`config.mk`:
```
export PLATFORM = sky130hd
export DESIGN_NAME = axi4lite_slave_regs
export DESIGN_NICKNAME = d
export VERILOG_FILES = /design/src/rtl/axi4lite_pkg.sv /design/src/rtl/axi4lite_reg_bank.sv /design/src/rtl/axi4lite_slave_regs.sv
export SDC_FILE = /design/constraint.sdc
export NUM_CORES = 1
export LEC_CHECK = 0
export CORE_AREA = 4 4 259 261
export DETAILED_ROUTE_END_ITERATION = 16
export DIE_AREA = 0 0 263 265
export PLACE_DENSITY = 0.82
export SLEW_MARGIN = 20
export SYNTH_ARGS = -nofsm -noshare
export SYNTH_HDL_FRONTEND = slang
export SYNTH_SLANG_ARGS = --single-unit
```
`constraint.sdc`:
```
create_clock -name PCLK -period 2.8 [get_ports PCLK]
set_input_delay 0.56 -clock PCLK [delete_from_list [all_inputs] [get_ports PCLK]]
set_output_delay 0.56 -clock PCLK [all_outputs]
set_load 0.02 [all_outputs]
```
`src/rtl/axi4lite_pkg.sv`:
```
// Shared types, response codes and the byte-strobe merge used by the AXI4-Lite register slave.
package axi4lite_pkg;

    localparam logic [1:0] RESP_OKAY   = 2'b00;
    localparam logic [1:0] RESP_SLVERR = 2'b10;

    // Widest supported data bus; narrower buses are zero-extended into the merge helper.
    localparam int unsigned MAX_DATA_W = 64;

    typedef enum logic {R_IDLE, R_DATA} rd_state_t;
    typedef enum logic {W_IDLE, W_RESP} wr_state_t;

    function automatic logic [MAX_DATA_W-1:0] strb_merge(
        input logic [MAX_DATA_W-1:0]   old_val,
        input logic [MAX_DATA_W-1:0]   new_val,
        input logic [MAX_DATA_W/8-1:0] strb
    );
        logic [MAX_DATA_W-1:0] res;
        for (int b = 0; b < MAX_DATA_W / 8; b++) begin
            res[b*8 +: 8] = strb[b] ? new_val[b*8 +: 8] : old_val[b*8 +: 8];
        end
        return res;
    endfunction

endpackage

```
`src/rtl/axi4lite_reg_bank.sv`:
```
// Register array with a byte-strobed write port, combinational read port and range flags.
module axi4lite_reg_bank
    import axi4lite_pkg::*;
#(
    parameter int unsigned ADDR_W   = 32,
    parameter int unsigned DATA_W   = 32,
    parameter int unsigned NUM_REGS = 16
) (
    input  logic                       clk_i,
    input  logic                       rst_ni,
    input  logic                       we_i,
    input  logic [ADDR_W-1:0]          waddr_i,
    input  logic [DATA_W-1:0]          wdata_i,
    input  logic [DATA_W/8-1:0]        wstrb_i,
    input  logic [ADDR_W-1:0]          raddr_i,
    output logic [DATA_W-1:0]          rdata_o,
    output logic                       rd_oor_o,
    output logic                       wr_oor_o,
    output logic [NUM_REGS*DATA_W-1:0] regs_o
);

    localparam int unsigned OFF_W  = $clog2(DATA_W / 8);
    localparam int unsigned IDX_W  = ADDR_W - OFF_W;
    localparam int unsigned REG_IW = (NUM_REGS > 1) ? $clog2(NUM_REGS) : 1;

    logic [DATA_W-1:0]     regs_q [NUM_REGS];
    logic [DATA_W-1:0]     regs_d [NUM_REGS];
    logic [IDX_W-1:0]      r_idx;
    logic [IDX_W-1:0]      w_idx;
    logic [MAX_DATA_W-1:0] merged;
    logic                  unused_ok;

    assign r_idx    = raddr_i[ADDR_W-1:OFF_W];
    assign w_idx    = waddr_i[ADDR_W-1:OFF_W];
    assign rd_oor_o = (r_idx >= IDX_W'(NUM_REGS));
    assign wr_oor_o = (w_idx >= IDX_W'(NUM_REGS));
    assign rdata_o  = rd_oor_o ? '0 : regs_q[r_idx[REG_IW-1:0]];

    // Byte-offset bits never select anything; merge bits above DATA_W are discarded.
    assign unused_ok = ^{raddr_i[OFF_W-1:0], waddr_i[OFF_W-1:0], merged};

    always_comb begin
        regs_d = regs_q;
        merged = strb_merge(MAX_DATA_W'(regs_q[w_idx[REG_IW-1:0]]), MAX_DATA_W'(wdata_i),
                            (MAX_DATA_W/8)'(wstrb_i));
        if (we_i && !wr_oor_o) begin
            regs_d[w_idx[REG_IW-1:0]] = merged[DATA_W-1:0];
        end
    end

    always_ff @(posedge clk_i or negedge rst_ni) begin
        if (!rst_ni) begin
            regs_q <= '{default: '0};
        end else begin
            regs_q <= regs_d;
        end
    end

    for (genvar k = 0; k < NUM_REGS; k++) begin : g_flat
        assign regs_o[k*DATA_W +: DATA_W] = regs_q[k];
    end

endmodule

```
`src/rtl/axi4lite_slave_regs.sv`:
```
// AXI4-Lite slave: independent read and write engines in front of a flat register bank.
module axi4lite_slave_regs
    import axi4lite_pkg::*;
#(
    parameter int unsigned ADDR_W   = 32,
    parameter int unsigned DATA_W   = 32,
    parameter int unsigned NUM_REGS = 16
) (
    input  logic                       PCLK,
    input  logic                       PRESETn,
    input  logic [ADDR_W-1:0]          ARADDR,
    input  logic [3:0]                 ARCACHE,
    input  logic [2:0]                 ARPROT,
    input  logic                       ARVALID,
    output logic                       ARREADY,
    output logic [DATA_W-1:0]          RDATA,
    output logic [1:0]                 RRESP,
    output logic                       RVALID,
    input  logic                       RREADY,
    input  logic [ADDR_W-1:0]          AWADDR,
    input  logic [3:0]                 AWCACHE,
    input  logic [2:0]                 AWPROT,
    input  logic                       AWVALID,
    output logic                       AWREADY,
    input  logic [DATA_W-1:0]          WDATA,
    input  logic [DATA_W/8-1:0]        WSTRB,
    input  logic                       WVALID,
    output logic                       WREADY,
    output logic [1:0]                 BRESP,
    output logic                       BVALID,
    input  logic                       BREADY,
    output logic [NUM_REGS*DATA_W-1:0] regs_o
);

    rd_state_t             rd_state_q, rd_state_d;
    wr_state_t             wr_state_q, wr_state_d;
    logic                  rst_done_q;
    logic [DATA_W-1:0]     rdata_q, rdata_d;
    logic [1:0]            rresp_q, rresp_d;
    logic [1:0]            bresp_q, bresp_d;
    logic                  aw_held_q, aw_held_d;
    logic                  w_held_q, w_held_d;
    logic [ADDR_W-1:0]     awaddr_q, awaddr_d;
    logic [DATA_W-1:0]     wdata_q, wdata_d;
    logic [DATA_W/8-1:0]   wstrb_q, wstrb_d;
    logic                  bank_we;
    logic [DATA_W-1:0]     bank_rdata;
    logic                  rd_oor;
    logic                  wr_oor;
    logic                  unused_ok;

    assign unused_ok = ^{ARCACHE, ARPROT, AWCACHE, AWPROT};

    assign ARREADY = rst_done_q && (rd_state_q == R_IDLE);
    assign AWREADY = rst_done_q && (wr_state_q == W_IDLE) && !aw_held_q;
    assign WREADY  = rst_done_q && (wr_state_q == W_IDLE) && !w_held_q;
    assign RVALID  = (rd_state_q == R_DATA);
    assign BVALID  = (wr_state_q == W_RESP);
    assign RDATA   = rdata_q;
    assign RRESP   = rresp_q;
    assign BRESP   = bresp_q;

    axi4lite_reg_bank #(
        .ADDR_W   (ADDR_W),
        .DATA_W   (DATA_W),
        .NUM_REGS (NUM_REGS)
    ) u_bank (
        .clk_i    (PCLK),
        .rst_ni   (PRESETn),
        .we_i     (bank_we),
        .waddr_i  (awaddr_q),
        .wdata_i  (wdata_q),
        .wstrb_i  (wstrb_q),
        .raddr_i  (ARADDR),
        .rdata_o  (bank_rdata),
        .rd_oor_o (rd_oor),
        .wr_oor_o (wr_oor),
        .regs_o   (regs_o)
    );

    // Read engine: data is sampled from the bank on the AR handshake edge itself.
    always_comb begin
        rd_state_d = rd_state_q;
        rdata_d    = rdata_q;
        rresp_d    = rresp_q;
        unique case (rd_state_q)
            R_IDLE: begin
                if (ARVALID && ARREADY) begin
                    rdata_d    = bank_rdata;
                    rresp_d    = rd_oor ? RESP_SLVERR : RESP_OKAY;
                    rd_state_d = R_DATA;
                end
            end
            R_DATA: begin
                if (RREADY) begin
                    rd_state_d = R_IDLE;
                end
            end
        endcase
    end

    always_comb begin
        wr_state_d = wr_state_q;
        aw_held_d  = aw_held_q;
        w_held_d   = w_held_q;
        awaddr_d   = awaddr_q;
        wdata_d    = wdata_q;
        wstrb_d    = wstrb_q;
        bresp_d    = bresp_q;
        bank_we    = 1'b0;
        unique case (wr_state_q)
            W_IDLE: begin
                if (AWVALID && AWREADY) begin
                    aw_held_d = 1'b1;
                    awaddr_d  = AWADDR;
                end
                if (WVALID && WREADY) begin
                    w_held_d = 1'b1;
                    wdata_d  = WDATA;
                    wstrb_d  = WSTRB;
                end
                // Commit one edge after both beats are held.
                if (aw_held_q && w_held_q) begin
                    bank_we    = 1'b1;
                    bresp_d    = wr_oor ? RESP_SLVERR : RESP_OKAY;
                    aw_held_d  = 1'b0;
                    w_held_d   = 1'b0;
                    wr_state_d = W_RESP;
                end
            end
            W_RESP: begin
                if (BREADY) begin
                    wr_state_d = W_IDLE;
                end
            end
        endcase
    end

    always_ff @(posedge PCLK or negedge PRESETn) begin
        if (!PRESETn) begin
            rst_done_q <= 1'b0;
            rd_state_q <= R_IDLE;
            wr_state_q <= W_IDLE;
            rdata_q    <= '0;
            rresp_q    <= RESP_OKAY;
            bresp_q    <= RESP_OKAY;
            aw_held_q  <= 1'b0;
            w_held_q   <= 1'b0;
            awaddr_q   <= '0;
            wdata_q    <= '0;
            wstrb_q    <= '0;
        end else begin
            rst_done_q <= 1'b1;
            rd_state_q <= rd_state_d;
            wr_state_q <= wr_state_d;
            rdata_q    <= rdata_d;
            rresp_q    <= rresp_d;
            bresp_q    <= bresp_d;
            aw_held_q  <= aw_held_d;
            w_held_q   <= w_held_d;
            awaddr_q   <= awaddr_d;
            wdata_q    <= wdata_d;
            wstrb_q    <= wstrb_d;
        end
    end

endmodule

```
# Word level (Yosys, flattened, before mapping)
# Index checks and enable logic that the tools add are counted.
word_totals:
  elab_cells: 84
  ff_bits: 621
op_classes:
  n_reduce_logical: 21
  magnitude_cmp: 5
  mux: 27
  n_bitwise: 4
op_table:
  columns: ["cell", "count"]
  rows:
  - ["512-bit bitwise mux", 1]
  - ["32-bit binary-select mux with 4-bit select", 2]
  - ["32-bit 2-to-1 mux", 6]
  - ["32-bit demux with 4-bit select", 1]
  - ["30-bit by 5-bit greater-or-equal comparator with 1-bit output (second input constant)", 2]
  - ["8-bit 2-to-1 mux", 4]
  - ["2-bit AND reduction", 6]
  - ["5-bit greater-or-equal comparator (second input constant)", 2]
  - ["1-bit logical AND", 10]
  - ["4-bit inverter with 5-bit output", 2]
  - ["1-bit 2-to-1 mux", 9]
  - ["5-bit by 1-bit < comparator with 1-bit output (second input constant)", 1]
  - ["2-bit 2-to-1 mux", 2]
  - ["1-bit one-hot mux with 2 select lines", 2]
  - ["2-bit nonzero test", 2]
  - ["1-bit logical NOT", 3]
  - ["1-bit inverter", 2]

# Depth between registers and ports, before layout
# Gate-level depths: netlist of run 1.
logic_depth:
  ltp_word: 6
  depth_mapped: 12

# Modules after synthesis
# From an unflattened synthesis of run 1, not the netlist that was laid out.
hier_totals:
  hier_cells: 2746
  hier_area_um2: 34036.4
modules_own_cells:
  columns: ["mod", "area_each_um2", "cells_each", "instances"]
  rows:
  - ["axi4lite_reg_bank", 29841.1, 2505, 1]
  - ["axi4lite_slave_regs", 4195.3, 241, 1]

# Worst setup path before layout of run 1
# No wires, ideal clock.
synth_timing:
  path_type: "reg-to-reg"
  from: "register awaddr_q[12]"
  to: "register u_bank.regs_q (netlist bit u_bank.regs_o[490])"
  slack_ps: 273
  arrival_time_ps: 2402
  required_time_ps: 2675
  stages_incl_launch_ff: 8
  n_path_buf: 2
  period_less_slack_ps: 2527
  cell_sequence: "dfrtp_1 -> or4_1 -> nor4_4 -> and2_4 -> and3_1 -> buf_4 -> buf_8 -> mux2_2"
synth_via:
  elab_chain_cells: 3
synth_rtl:
  columns: ["element", "line", "source"]
  rows:
  - ["start: declaration", "axi4lite_slave_regs.sv:43", "logic [ADDR_W-1:0] awaddr_q, awaddr_d;"]
  - ["start signal: assignment", "axi4lite_slave_regs.sv:161", "awaddr_q <= awaddr_d;"]
  - ["30-bit by 5-bit greater-or-equal comparator with 1-bit output", "axi4lite_reg_bank.sv:36", "assign wr_oor_o = (w_idx >= IDX_W'(NUM_REGS));"]
  - ["1-bit logical NOT", "axi4lite_reg_bank.sv:46", "if (we_i && !wr_oor_o) begin"]
  - ["1-bit logical AND", "axi4lite_reg_bank.sv:46", null]
  - ["end signal: assignment", "axi4lite_reg_bank.sv:55", "regs_q <= regs_d;"]
  - ["end: declaration", "axi4lite_reg_bank.sv:26", "logic [DATA_W-1:0] regs_q [NUM_REGS];"]
# Every way passes these cells.
# A chain may end at the register's enable or synchronous reset.

# Worst setup path after layout of run 1
layout_timing:
  from: "register wr_state_q (netlist: BVALID)"
  to: "output port AWREADY"
layout_via:
  elab_chain_cells: 3
layout_rtl:
  columns: ["element", "line", "source"]
  rows:
  - ["start: declaration", "axi4lite_slave_regs.sv:36", "wr_state_t wr_state_q, wr_state_d;"]
  - ["start signal: assignment", "axi4lite_slave_regs.sv:155", "wr_state_q <= wr_state_d;"]
  - ["1-bit inverter (no line)", null, null]
  - ["1-bit logical AND (2 in a row)", "axi4lite_slave_regs.sv:55", "assign AWREADY = rst_done_q && (wr_state_q == W_IDLE) && !aw_held_q;"]
  - ["end: declaration", "axi4lite_slave_regs.sv:24", "output logic AWREADY,"]
# Every way passes these cells.

==> flow_summary_export.csv, run 1 <==
group,metric,value,unit
synth,netlist.area_leader.share,0.491,
route,routed_via_density,6.68,
route,post-route-drc-count,0,
route,drt_pre_antenna_iters,6,
critical_path,crit_type,"reg2out",
synth,synth_top_cell_by_area,"dfrtp_1",
sta,setup_ws,103,ps
route,ant_nets,0,
critical_path,cp.depth,3,
critical_path,worstPathArrival,2140,ps
synth,ys_seq_area_frac,0.491,
synth,ys_ff_latch,617,
cts,clock-sinks,617,
sta,period_needed,2700,ps
floorplanning,fp.coreArea,64500,um2
cts,cts_buffers,68,
placement,dp_hpwl,87.4,mm
sta,finalCritPeriodShare,0.963,
route,num_vias,28300,
synth,synth-main-ff-cell,"dfrtp_1",
grt,grt_max_degree,93,
hold_path,hold_depth,1,
cts,cts_root_buf,"clkbuf_16",
final_layout,fin_cells,4242,
critical_path,critPathCapture,"AWREADY",
grt,antenna_found_initial,6,
final_layout,syn_to_final_growth,34.1,%
grt,grt_overflow,0,
sta,maxSlewHeadroom,0.381,
sta,hold_ws,501,ps
status,outcome,"finished, final reports clean",
critical_path,path_buf_inv,1,
synth,synth_cells,2691,
synth,synth.avg_cell_area,11.7,um2
synth,synthArstFlopShare,1.00,
sta,rsz0062_at_grt,"false",
placement,place_area,39900,um2
sta,finalClockSkew,33.5,ps
final_layout,final_common_cell,"clkdlybuf4s50_1",
critical_path,critical_path.slowest_cell,"clkdlybuf4s50_1",
critical_path,crit_path_end_kind,"output port",
floorplanning,die_area,69700,um2
placement,port_buffers,653,
sta,hold_viol_final,0,
pwr,p_total,29.2,mW
sta,drv_slew,0,
critical_path,worst-r2r-setup-slack,140,ps
sta,finalSetupViolations,0,
critical_path,r2r_start,"awaddr_q[2]",
synth,synth_edf_count,0,
final_layout,postLayoutCellArea,42200,um2
placement,dp_worst_setup_slack,66.3,ps
route,wl_per_cell,30.5,um
critical_path,startpoint_type,"flip-flop",
critical_path,crit_path_max_incr_delay,680,ps
cts,clock_path_buffers,3,
critical_path,cpLargestDelayFamily,"buffers and inverters",
cts,cts_tree,"done",
pwr,power_per_cell_area,692,nW/um2
route,drtIter0Drc,3847,
synth,synth_area_leaders,"dfrtp_1 (49%), mux4_2 (11%), mux2i_1 (6.2%)",
final_layout,nNetsFinal,3457,
sta,timing.fmax,0.371,GHz
grt,grt_pass1_wl,189,mm
cts,htree_levels,3,
final_layout,fillerInstances,4745,
final_layout,final_cell_mix,"clkdlybuf4s50_1 (650), dfrtp_1 (613), nand2_1 (484)",
grt,grt_usage,0.358,
critical_path,crit_chain,"nand2b_1, nor2_1, clkdlybuf4s50_1",
placement,dp.cells,4120,
synth,yosysWarnings,0,
synth,synth_area,31500,um2
run,maxCapViolCount,0,
final_layout,utilization,0.654,
pwr,power_leakage,17.9,nW
pwr,ir_worst_vdd,0.000658,V
sta,setup_tns,0,ps
cts,insertion_delay,600,ps
placement,gp_congestion,0.934,
floorplanning,die_w,263,um
floorplanning,die_height,265,um
cts,path_clk_slew,60,ps
hold_path,hold_class,"reg2reg",
critical_path,required,2240,ps
critical_path,r2r_end,"u_bank.regs_o[35]",
critical_path,worst-r2r-cell-count,6,
route,routed_wl,129,mm
floorplanning,rows,93,
floorplanning,io_pins,674,
final_layout,drive_gt1_frac,0.195,
grt,grt_pass1_vias,28400,
sta,tightest_slew,926,ps
floorplanning,initial_utilization,0.488,
critical_path,cp-startpoint,"BVALID",
synth,yosys.cell_types.count,50,
critical_path,path_max_fanout,6,
timing repair:
action	CTS	global route
endpoints found under the setup margin	2	8
hold endpoints to repair	40	0
hold buffers	1	0
resized for setup	2	1
setup buffers	0	0
how the worst min path moves through the flow:
stage	startpoint	endpoint
final	awaddr_q[9]	awaddr_q[9]
after CTS	WSTRB[3]	wstrb_q[3]
after global placement	RRESP[1]	RRESP[1]
after global routing	awaddr_q[16]	awaddr_q[16]
after detailed placement	RRESP[1]	RRESP[1]
after floorplan	PRESETn	BRESP[1]
synth_stat cells, drive strengths merged (2+ instances only):
library cell / n
nand2: 485
mux2i: 194
a2bb2oi: 17
inv: 5
o21ai: 210
a22o: 32
or3b: 2
a211oi: 15
or4: 4
a21oi: 18
nor2b: 7
dfrtp: 617
nor2: 25
mux2: 161
o22ai: 79
nand4: 17
o31ai: 240
conb: 2
and2: 6
a21o: 3
buf: 110
nor4: 25
a211o: 17
nand2b: 6
and3: 4
a22oi: 64
clkinv: 2
mux4: 160
clkbuf: 157
report_power, final:
| part | internal, mW | switching (mW) | total, mW |
|---|---|---|---|
| Combinational | 3.85 | 5.94 | 9.79 |
| Sequential | 9.44 | 0.613 | 10.1 |
| Clock | 5.66 | 3.70 | 9.36 |
final cells by class:
| type | instances | area (um2) | share of cell area |
|---|---|---|---|
| diodes | 3 | 7.51 | 0.000178 |
| clock buffers | 97 | 1980 | 0.0470 |
| clock inverters | 21 | 324 | 0.00768 |
| inverters | 7 | 26.3 | 0.000623 |
| multi-input cells | 1801 | 14900 | 0.353 |
| flip-flops and latches | 617 | 15400 | 0.366 |
| well taps | 855 | 1070 | 0.0254 |
| repair buffers | 841 | 8450 | 0.200 |
sequential cells by signal, summed over array words and instances, names as in the netlist, 4 cells and up:
register	cells
awaddr_q	30
RDATA	32
wdata_q	32
u_bank.regs_o	512
wstrb_q	4
metal layers:
layer / part of all wire / track usage / vias to the layer above
li1: - / - / 11400
met1: 0.35 / 0.460 / 14000
met2: 0.45 / 0.542 / 2405
met3: 0.14 / 0.112 / 566
met4: 0.069 / 0.205 / 4
met5: 0.00021 / 0 / -
cells by family after synthesis:
kind of cell	synth area share
compound gates	0.147
buf+inv	0.0396
flops	0.491
mux	0.234
other cells	0.000239
simple gates	0.0881
Power figures use the tool's default switching activity.
==> inputs of run 2 (changes only) <==
--- a/config.mk
+++ b/config.mk
@@ -9,6 +9,7 @@
 export DETAILED_ROUTE_END_ITERATION = 16
 export DIE_AREA = 0 0 263 265
 export PLACE_DENSITY = 0.82
+export SKIP_CTS_REPAIR_TIMING = 1
 export SLEW_MARGIN = 20
 export SYNTH_ARGS = -nofsm -noshare
 export SYNTH_HDL_FRONTEND = slang
==> run 2 against run 1 <==
Net effect:
- via count rose by 0.12%
- worst hold slack improved by 0.91 ps
- cell count stayed put
- sequential cell count is the same
- register-to-register slack about the same
- critical path type unchanged
- highest routed layer unchanged
- clock-buffer cell count did not move
- worst setup slack improved by 2.7 ps
- maximum frequency rose by 0.10%
==> flow_summary_export.csv, run 2 (synthesized netlist as in run 1, its figures left out) <==
group,metric,value,unit
status,outcome,"finished, final reports clean",
cts,clock_path_buffers,3,
pwr,power_leakage,17.9,nW
critical_path,worst-r2r-cell-count,6,
hold_path,holdPathEnd,"awaddr_q[9]",
grt,grt_pass1_wl,189,mm
floorplanning,die_area,69700,um2
sta,rsz0062_at_grt,"false",
cts,insertion_delay,600,ps
critical_path,worstPathArrival,2130,ps
route,drt_pre_antenna_iters,6,
sta,hold_ws,502,ps
cts,htree_levels,3,
critical_path,crit_path_end_kind,"output port",
final_layout,largest_reg_flops,512,
sta,drv_slew,0,
sta,finalClockSkew,35.2,ps
floorplanning,fp.coreArea,64500,um2
placement,port_buffers,653,
placement,place_area,39900,um2
final_layout,final_common_cell,"clkdlybuf4s50_1",
cts,cts_buffers,68,
floorplanning,initial_utilization,0.488,
route,routed_wl,129,mm
sta,finalSetupViolations,0,
floorplanning,io_pins,674,
sta,tightest_slew,925,ps
critical_path,r2r_start,"awaddr_q[2]",
route,num_vias,28400,
critical_path,path_max_fanout,6,
hold_path,hold_depth,1,
final_layout,utilization,0.654,
placement,dp_worst_setup_slack,66.3,ps
sta,finalCritPeriodShare,0.962,
grt,grt_overflow,0,
cts,path_clk_slew,60,ps
critical_path,r2r_end,"u_bank.regs_o[3]",
route,routed_via_density,6.69,
critical_path,worst-r2r-setup-slack,150,ps
route,drtIter0Drc,3813,
pwr,power_per_cell_area,692,nW/um2
pwr,ir_worst_vdd,0.000657,V
sta,maxSlewHeadroom,0.382,
route,wl_per_cell,30.5,um
grt,antenna_found_initial,6,
sta,period_needed,2690,ps
final_layout,syn_to_final_growth,34.1,%
sta,setup_tns,0,ps
final_layout,final_cell_mix,"clkdlybuf4s50_1 (650), dfrtp_1 (613), nand2_1 (484)",
cts,clock-sinks,617,
critical_path,crit_type,"reg2out",
cts,cts_root_buf,"clkbuf_16",
cts,cts_tree,"done",
grt,grt_pass1_vias,28400,
critical_path,required,2240,ps
route,ant_nets,0,
final_layout,postLayoutCellArea,42200,um2
floorplanning,rows,93,
placement,dp_hpwl,87.4,mm
final_layout,drive_gt1_frac,0.195,
critical_path,startpoint_type,"flip-flop",
final_layout,nNetsFinal,3457,
grt,grt_usage,0.358,
hold_path,worstHoldStart,"awaddr_q[9]",
sta,timing.fmax,0.371,GHz
route,post-route-drc-count,0,
hold_path,hold_class,"reg2reg",
floorplanning,die_height,265,um
sta,setup_ws,106,ps
floorplanning,die_w,263,um
placement,gp_congestion,0.934,
sta,hold_viol_final,0,
run,maxCapViolCount,0,
grt,grt_max_degree,93,
==> run 2: cell counts in the layout (fill, tap and decap cells not counted) <==
Identical to the previous run, type by type.
==> run 2: area by class of cell <==
class,instances,area [um2]
Antenna cell,3,7.51
Clock buffer,97,1980
Clock inverter,21,324
Fill cell,4745,22300
Inverter,7,26.3
Multi-Input combinational cell,1801,14900
Sequential cell,617,15400
Tap cell,855,1070
Timing Repair Buffer,841,8450
==> run 2: power breakdown <==
group | switching, mW | total, mW | internal [mW]
clock network | 3.70 | 9.36 | 5.66
logic | 5.92 | 9.77 | 3.85
registers | 0.614 | 10.1 | 9.44
==> run 2: how the worst max path moves through the flow <==
stage	startpoint	endpoint	slack, ps	cells after the start
2_1_floorplan	awaddr_q[12]	u_bank.regs_o[490]	270	7
3_3_place_gp	awaddr_q[3]	u_bank.regs_o[163]	160	6
3_5_place_dp	awaddr_q[2]	u_bank.regs_o[3]	70	6
4_1_cts	awaddr_q[3]	u_bank.regs_o[35]	-10	6
5_1_grt	BVALID	AWREADY	40	3
6_report	BVALID	AWREADY	110	3
==> run 2: stage by stage <==
stage | power, mW | cells
3_3_place_gp | 19.4 | 4120
5_1_grt | 30.1 | 4241
2_1_floorplan | 15.6 | 2692
4_1_cts | 29.0 | 4238
6_report | 29.2 | 4242
3_5_place_dp | 19.6 | 4120
==> run 2: metal layers <==
| layer | part of all wire | routed length (um) | GRT usage |
|---|---|---|---|
| met1 | 0.35 | 45600 | 0.459 |
| met2 | 0.44 | 57400 | 0.542 |
| met3 | 0.13 | 17100 | 0.113 |
| met4 | 0.072 | 9330 | 0.205 |
| met5 | 0.000054 | 7 | 0 |
==> run 2: critical path, stage by stage (launching register included) <==
cell and delay [ps]:
dfrtp_1 420, nand2b_1 180, nor2_1 260, clkdlybuf4s50_1 680
